**src/rtl/alu_seq_pkg.sv**
```systemverilog
// Shared constants, ALU opcode encodings and sequencer state type for the
// ALU op sequencer. The optional ALU_SEQ_FLAGS_EN build adds zero/carry flags.
package alu_seq_pkg;

  localparam int SEQ_DW   = 32;
  localparam int SEQ_NREG = 4;
  localparam int SEQ_RW   = $clog2(SEQ_NREG);

  localparam logic [2:0] OP_PASSA = 3'd0;
  localparam logic [2:0] OP_ADD   = 3'd1;
  localparam logic [2:0] OP_SUB   = 3'd2;
  localparam logic [2:0] OP_AND   = 3'd3;
  localparam logic [2:0] OP_OR    = 3'd4;
  localparam logic [2:0] OP_INC   = 3'd5;
  localparam logic [2:0] OP_DEC   = 3'd6;
  localparam logic [2:0] OP_PASSB = 3'd7;

  typedef enum logic [1:0] {
    ST_IDLE  = 2'd0,
    ST_ISSUE = 2'd1,
    ST_WB    = 2'd2,
    ST_HOLD  = 2'd3
  } state_e;

endpackage

```
**src/rtl/alu_seq_regfile.sv**
```systemverilog
// NREG x DW register file: two combinational read ports, one synchronous
// write port, asynchronous active-low clear to all zero.
module alu_seq_regfile #(
  parameter int DW   = 32,
  parameter int NREG = 4,
  localparam int RW  = $clog2(NREG)
) (
  input  logic          clk,
  input  logic          rst_n,
  input  logic          we_i,
  input  logic [RW-1:0] waddr_i,
  input  logic [DW-1:0] wdata_i,
  input  logic [RW-1:0] raddr_a_i,
  output logic [DW-1:0] rdata_a_o,
  input  logic [RW-1:0] raddr_b_i,
  output logic [DW-1:0] rdata_b_o
);

  logic [DW-1:0] rf_q [NREG];

  always_ff @(posedge clk or negedge rst_n) begin
    if (!rst_n) begin
      for (int i = 0; i < NREG; i++) rf_q[i] <= '0;
    end else if (we_i) begin
      rf_q[waddr_i] <= wdata_i;
    end
  end

  assign rdata_a_o = rf_q[raddr_a_i];
  assign rdata_b_o = rf_q[raddr_b_i];

endmodule

```
**src/rtl/alu_op_sequencer.sv**
```systemverilog
// Issues register-file instructions to an external combinational ALU and
// writes results back. Define ALU_SEQ_FLAGS_EN to add res_zero/res_carry.
module alu_op_sequencer
  import alu_seq_pkg::*;
#(
  parameter int DW   = SEQ_DW,
  parameter int NREG = SEQ_NREG,
  localparam int RW  = $clog2(NREG)
) (
  input  logic          clk,
  input  logic          rst_n,
  input  logic          in_valid,
  output logic          in_ready,
  input  logic          in_load,
  input  logic [2:0]    in_opcode,
  input  logic [RW-1:0] in_dst,
  input  logic [RW-1:0] in_sa,
  input  logic [RW-1:0] in_sb,
  input  logic [DW-1:0] in_imm,
  output logic [DW-1:0] alu_a,
  output logic [DW-1:0] alu_b,
  output logic [2:0]    alu_opcode,
  input  logic [DW-1:0] alu_y,
  output logic          res_valid,
  input  logic          res_ready,
  output logic [DW-1:0] res_data,
`ifdef ALU_SEQ_FLAGS_EN
  output logic          res_zero,
  output logic          res_carry,
`endif
  output logic [RW-1:0] res_dst
);

  state_e        state_q, state_d;
  logic [DW-1:0] alu_a_q, alu_a_d, alu_b_q, alu_b_d;
  logic [2:0]    alu_op_q, alu_op_d;
  logic [RW-1:0] dst_q, dst_d, res_dst_q, res_dst_d;
  logic [DW-1:0] res_data_q, res_data_d;
  logic          res_valid_q, res_valid_d;
  logic          rf_we;
  logic [RW-1:0] rf_waddr;
  logic [DW-1:0] rf_wdata, rd_a, rd_b;

`ifdef ALU_SEQ_FLAGS_EN
  logic res_zero_q, res_zero_d, res_carry_q, res_carry_d;

  // Carry/borrow out of a DW+1-bit recompute of the add/sub the ALU performed.
  function automatic logic carry_of(input logic [2:0] op,
                                    input logic [DW-1:0] a,
                                    input logic [DW-1:0] b);
    logic [DW:0] s;
    s = '0;
    case (op)
      OP_ADD:  s = {1'b0, a} + {1'b0, b};
      OP_SUB:  s = {1'b0, a} - {1'b0, b};
      OP_INC:  s = {1'b0, a} + {{DW{1'b0}}, 1'b1};
      OP_DEC:  s = {1'b0, a} - {{DW{1'b0}}, 1'b1};
      default: s = '0;
    endcase
    return s[DW];
  endfunction
`endif

  alu_seq_regfile #(.DW(DW), .NREG(NREG)) u_regfile (
    .clk       (clk),
    .rst_n     (rst_n),
    .we_i      (rf_we),
    .waddr_i   (rf_waddr),
    .wdata_i   (rf_wdata),
    .raddr_a_i (in_sa),
    .rdata_a_o (rd_a),
    .raddr_b_i (in_sb),
    .rdata_b_o (rd_b)
  );

  always_comb begin
    state_d     = state_q;
    alu_a_d     = alu_a_q;
    alu_b_d     = alu_b_q;
    alu_op_d    = alu_op_q;
    dst_d       = dst_q;
    res_data_d  = res_data_q;
    res_dst_d   = res_dst_q;
    res_valid_d = res_valid_q;
    rf_we       = 1'b0;
    rf_waddr    = dst_q;
    rf_wdata    = alu_y;
`ifdef ALU_SEQ_FLAGS_EN
    res_zero_d  = res_zero_q;
    res_carry_d = res_carry_q;
`endif
    case (state_q)
      ST_IDLE: begin
        if (in_valid) begin
          if (in_load) begin
            rf_we       = 1'b1;
            rf_waddr    = in_dst;
            rf_wdata    = in_imm;
            res_data_d  = in_imm;
            res_dst_d   = in_dst;
            res_valid_d = 1'b1;
`ifdef ALU_SEQ_FLAGS_EN
            res_zero_d  = (in_imm == '0);
            res_carry_d = 1'b0;
`endif
            state_d     = ST_HOLD;
          end else begin
            alu_a_d  = rd_a;
            alu_b_d  = rd_b;
            alu_op_d = in_opcode;
            dst_d    = in_dst;
            state_d  = ST_ISSUE;
          end
        end else begin
          state_d = ST_IDLE;
        end
      end
      // Operands held a full cycle here so the external ALU settles.
      ST_ISSUE: state_d = ST_WB;
      ST_WB: begin
        rf_we       = 1'b1;
        res_data_d  = alu_y;
        res_dst_d   = dst_q;
        res_valid_d = 1'b1;
`ifdef ALU_SEQ_FLAGS_EN
        res_zero_d  = (alu_y == '0);
        res_carry_d = carry_of(alu_op_q, alu_a_q, alu_b_q);
`endif
        state_d     = ST_HOLD;
      end
      ST_HOLD: begin
        if (res_ready) begin
          res_valid_d = 1'b0;
          state_d     = ST_IDLE;
        end else begin
          state_d = ST_HOLD;
        end
      end
      default: state_d = ST_IDLE;
    endcase
  end

  always_ff @(posedge clk or negedge rst_n) begin
    if (!rst_n) begin
      state_q     <= ST_IDLE;
      alu_a_q     <= '0;
      alu_b_q     <= '0;
      alu_op_q    <= 3'd0;
      dst_q       <= '0;
      res_data_q  <= '0;
      res_dst_q   <= '0;
      res_valid_q <= 1'b0;
`ifdef ALU_SEQ_FLAGS_EN
      res_zero_q  <= 1'b0;
      res_carry_q <= 1'b0;
`endif
    end else begin
      state_q     <= state_d;
      alu_a_q     <= alu_a_d;
      alu_b_q     <= alu_b_d;
      alu_op_q    <= alu_op_d;
      dst_q       <= dst_d;
      res_data_q  <= res_data_d;
      res_dst_q   <= res_dst_d;
      res_valid_q <= res_valid_d;
`ifdef ALU_SEQ_FLAGS_EN
      res_zero_q  <= res_zero_d;
      res_carry_q <= res_carry_d;
`endif
    end
  end

  // in_ready is forced low while reset is held.
  assign in_ready   = rst_n & (state_q == ST_IDLE);
  assign alu_a      = alu_a_q;
  assign alu_b      = alu_b_q;
  assign alu_opcode = alu_op_q;
  assign res_valid  = res_valid_q;
  assign res_data   = res_data_q;
  assign res_dst    = res_dst_q;
`ifdef ALU_SEQ_FLAGS_EN
  assign res_zero   = res_zero_q;
  assign res_carry  = res_carry_q;
`endif

endmodule
```
**config.mk**
```make
export PLATFORM = sky130hd
export DESIGN_NAME = alu_op_sequencer
export DESIGN_NICKNAME = d
export VERILOG_FILES = /design/src/rtl/alu_seq_pkg.sv /design/src/rtl/alu_seq_regfile.sv /design/src/rtl/alu_op_sequencer.sv
export SDC_FILE = /design/constraint.sdc
export NUM_CORES = 1
export LEC_CHECK = 0
export BUFFER_PORTS_ARGS = -buffer_cell sky130_fd_sc_hd__clkbuf_2
export CELL_PAD_IN_SITES_DETAIL_PLACEMENT = 1
export CELL_PAD_IN_SITES_GLOBAL_PLACEMENT = 2
export CORE_ASPECT_RATIO = 1.75
export CORE_MARGIN = 2
export CORE_UTILIZATION = 25
export CTS_BUF_LIST = sky130_fd_sc_hd__clkbuf_16
export DETAILED_ROUTE_END_ITERATION = 7
export PLACE_DENSITY = 0.63
export SYNTH_ARGS = -nofsm -noshare
export SYNTH_HDL_FRONTEND = slang
export SYNTH_HIERARCHICAL = 1
export SYNTH_SLANG_ARGS = --single-unit
```
**constraint.sdc**
```tcl
create_clock -name clk -period 5.1 [get_ports clk]
set_input_delay 0.255 -clock clk [delete_from_list [all_inputs] [get_ports clk]]
set_output_delay 0.255 -clock clk [all_outputs]
set_load 0.05 [all_outputs]
```
==> results by group <==
Outcome
  • Status: finished clean

Power and ir drop
  • Leak: 5.799 nW
  • Maximum vdd ir drop: 360.5 uV
  • Total Power: between 9 and 10 mW
  • Power per cell area: 708.1 nW/um2

Floorplan
  • Cell Rows: between 100 and 150
  • Die Y: around 280 um
  • Horiz. Die Dim: roughly 160 um
  • Die area: between 40000 and 50000 um2
  • Core Area: 44030 um2
  • Initial Utilization: 25.14%
  • Num ports: ~180

Critical path
  • CP startpoint kind: flip-flop
  • Crit Path Class: flip-flop to flip-flop
  • CP Capture Type: flip-flop
  • Critical Path AT: 4090 ps
  • Largest fanout on the critical path: 17
  • R2r startpoint: state_q[0]$_DFF_PN0_
  • Setup crit start: state_q[0]$_DFF_PN0_
  • Data required, critical path: 5500 ps

Synthesis
  • Gate Count Post-Synth: roughly 660
  • Avg Cell Area, Syn: roughly 17 um2
  • Synth warn: 6
  • Seq cells post-synth: approximately 230
  • Seq/Total Area, Yosys: 52.91%
  • Synth unique cells: 23
  • Syn nets: 741
  • Cell area after synthesis: roughly 11000 um2

Timing
  • RSZ-0062 raised after global routing: false
  • Final Skew: 31.70 ps
  • Final Cycle Share: between 70% and 80%
  • Final hold vios: 0
  • Fmax: 0.2713 GHz
  • Final min period: 3687 ps
  • # setup viols final: 0
  • Worst-Margin Slew: a little over 1000 ps
  • TNS Setup: 0 ps
  • Worst slew margin: a little under a third
  • Max Transition Viols Final: 0

CTS
  • CTS clk-pin slew, worst paths: 70 ps
  • Resized Gates After CTS: 0
  • Num CTS Buffers: 25
  • Clock buffer depth: 3
  • Sink Count: ~230
  • Htree depth: 1
  • Root buffer cell: clkbuf_16
  • Clock Latency Late Sink: around 550 ps
  • CTS tree: done

GRT
  • GR Util All Layers: 13.62%
  • M3 GR Usage: 1.848%
  • Layer with the highest usage: met2
  • Pin count of the biggest net entering global routing: 104
  • Grt total ovfl: 0
  • Vias in the first global route: 7485
  • Met2 usage: 25.74%
  • Initial antenna violation count: 0
  • First-pass GRT wire length: approximately 47000 um
  • Grt met1 use: approximately 16%

Place
  • DP HPWL: 20110 um
  • Placer Congestion: 0.6935
  • Number of port buffers: between 150 and 200

Cells and area
  • Area Growth Syn to Fin: 20.99%
  • Nets@finish: 922
  • Share of cells above drive strength 1: between 60% and 70%
  • Antenna diodes: 0
  • # fillers: around 4700

Routing
  • Routed Antenna Nets: 0
  • DR vias: about 6500
  • DR WL/cell: between 20 and 25 um
  • DR iter-0 viols: approximately 270
  • Via-to-Cell Ratio: about 4.6
  • Routed wire length: between 30000 and 40000 um
  • DRT Pass-1 Iters: 4
  • Drc violations: 0

Hold path
  • Hold crit path type: input pin to flip-flop
  • Hold path start: in_dst[0]

Job
  • Max Cap Viol: 0
-- what timing repair did --
action,in CTS,in global routing
hold buffers,6,0
hold endpoints to repair,104,0
buffers inserted,0,0
setup endpoints to repair,0,0
-- state kept, by name, indices dropped and copies added (netlist names) --
name            count
u_regfile/rf_q    128
alu_a              32
alu_b              32
res_data           32
alu_opcode          3
dst_q               2
res_dst             2
state_q             2
res_valid           1
-- final cells by class --
type / count / area (um2) / share of cell area, %
Sequential cell: 234 / 5856 / 43.73
Multi-Input combinational cell: 382 / 4972 / 37.13
Tap cell: 572 / 715.7 / 5.344
Timing Repair Buffer: 200 / 1101 / 8.222
Inverter: 1 / 3.754 / 0.02803
Clock buffer: 25 / 625.6 / 4.672
Clock inverter: 20 / 117.6 / 0.8783
-- logic make-up after synthesis --
| kind of cell | synth area share (%) |
|---|---|
| muxes | 43.44 |
| buffers and inverters | 2.430 |
| and+or+nand+nor | 0.9610 |
| DFF | 52.91 |
| AOI/OAI and AO/OA | 0.2599 |
-- cells in the final DEF, fill, tap and decap left out, drive strengths merged, types with 2 or more instances in the layout --
cell type,instances
mux2,299
dfrtp,234
clkbuf,202
mux4,64
buf,17
inv,9
clkinv,9
dlygate4sd3,6
a21oi,3
nor2,3
and3,2
nand3,2
clkinvlp,2
nand3b,2
-- cell usage after synthesis --
| library cell | number | area, um2 |
|---|---|---|
| nor2_1 | 2 | 7.510 |
| nor3b_2 | 1 | 12.51 |
| and2_1 | 1 | 6.260 |
| nor2_2 | 1 | 6.260 |
| inv_1 | 1 | 3.750 |
| clkbuf_1 | 1 | 3.750 |
| nor2b_1 | 1 | 6.260 |
| buf_2 | 29 | 145.1 |
| o21ai_0 | 1 | 5.000 |
| nand2b_1 | 1 | 6.260 |
| mux4_2 | 64 | 1441 |
| nand3_1 | 2 | 10.01 |
| and3_1 | 2 | 12.51 |
| a32oi_1 | 1 | 8.760 |
| buf_1 | 6 | 22.52 |
| a21oi_1 | 3 | 15.01 |
| dfrtp_1 | 234 | 5856 |
| nor4b_4 | 1 | 23.77 |
| mux2_1 | 12 | 135.1 |
| mux2_2 | 287 | 3232 |
| buf_6 | 5 | 56.30 |
| buf_4 | 5 | 37.54 |
| nand3b_1 | 2 | 15.01 |
-- through the flow --
step	util (%)	std cells	instance area [um2]	worst slack (ps)	hold WS, ps
after floorplan	-	663	11070	2615	-40.59
after global placement	28.59	1383	12590	1443	381.9
after detailed placement	28.59	1383	12590	1293	390.2
after CTS	30.41	1434	13390	1268	9.775
after global routing	30.41	1434	13390	1160	37.15
final	30.41	1434	13390	1413	33.15
-- layer usage --
layer | up-vias | part of all wire (%)
met4 | 0 | 2.5
met2 | 138 | 55
met1 | 3483 | 39
li1 | 2877 | -
met3 | 40 | 3.9
met5 | - | 0
-- critical path: stages, from the launching register on --
cell and delay [ps]:
dfrtp_1 520, nor2_1 300, and3_1 760, mux2_2 470, nand3b_1 760, buf_12 450
mux2_2 280
-- report_power, final --
part	total, mW	switching [mW]	internal (mW)	leakage, nW
sequential	3.40	0.599	2.80	2.83
clock	1.72	0.779	0.938	0.385
combinational	4.36	2.54	1.82	2.59
-- path summary, 6_finish.rpt --
| path | to | slack [ps] | cells after the start |
|---|---|---|---|
| min in group asynchronous | alu_a[6]$_DFFE_PN0P_ | 370 | 2 |
| min reg2reg | alu_b[18]$_DFFE_PN0P_ | 480 | 1 |
| min | dst_q[0]$_DFFE_PN0P_ | 30 | 2 |
| max | u_regfile/rf_q[67]$_DFFE_PN0P_ | 1410 | 6 |
| max in group asynchronous | u_regfile/rf_q[21]$_DFFE_PN0P_ | 3150 | 3 |
| max reg2reg | u_regfile/rf_q[67]$_DFFE_PN0P_ | 1410 | 6 |
Note: power is estimated with default switching activity, not from simulation.
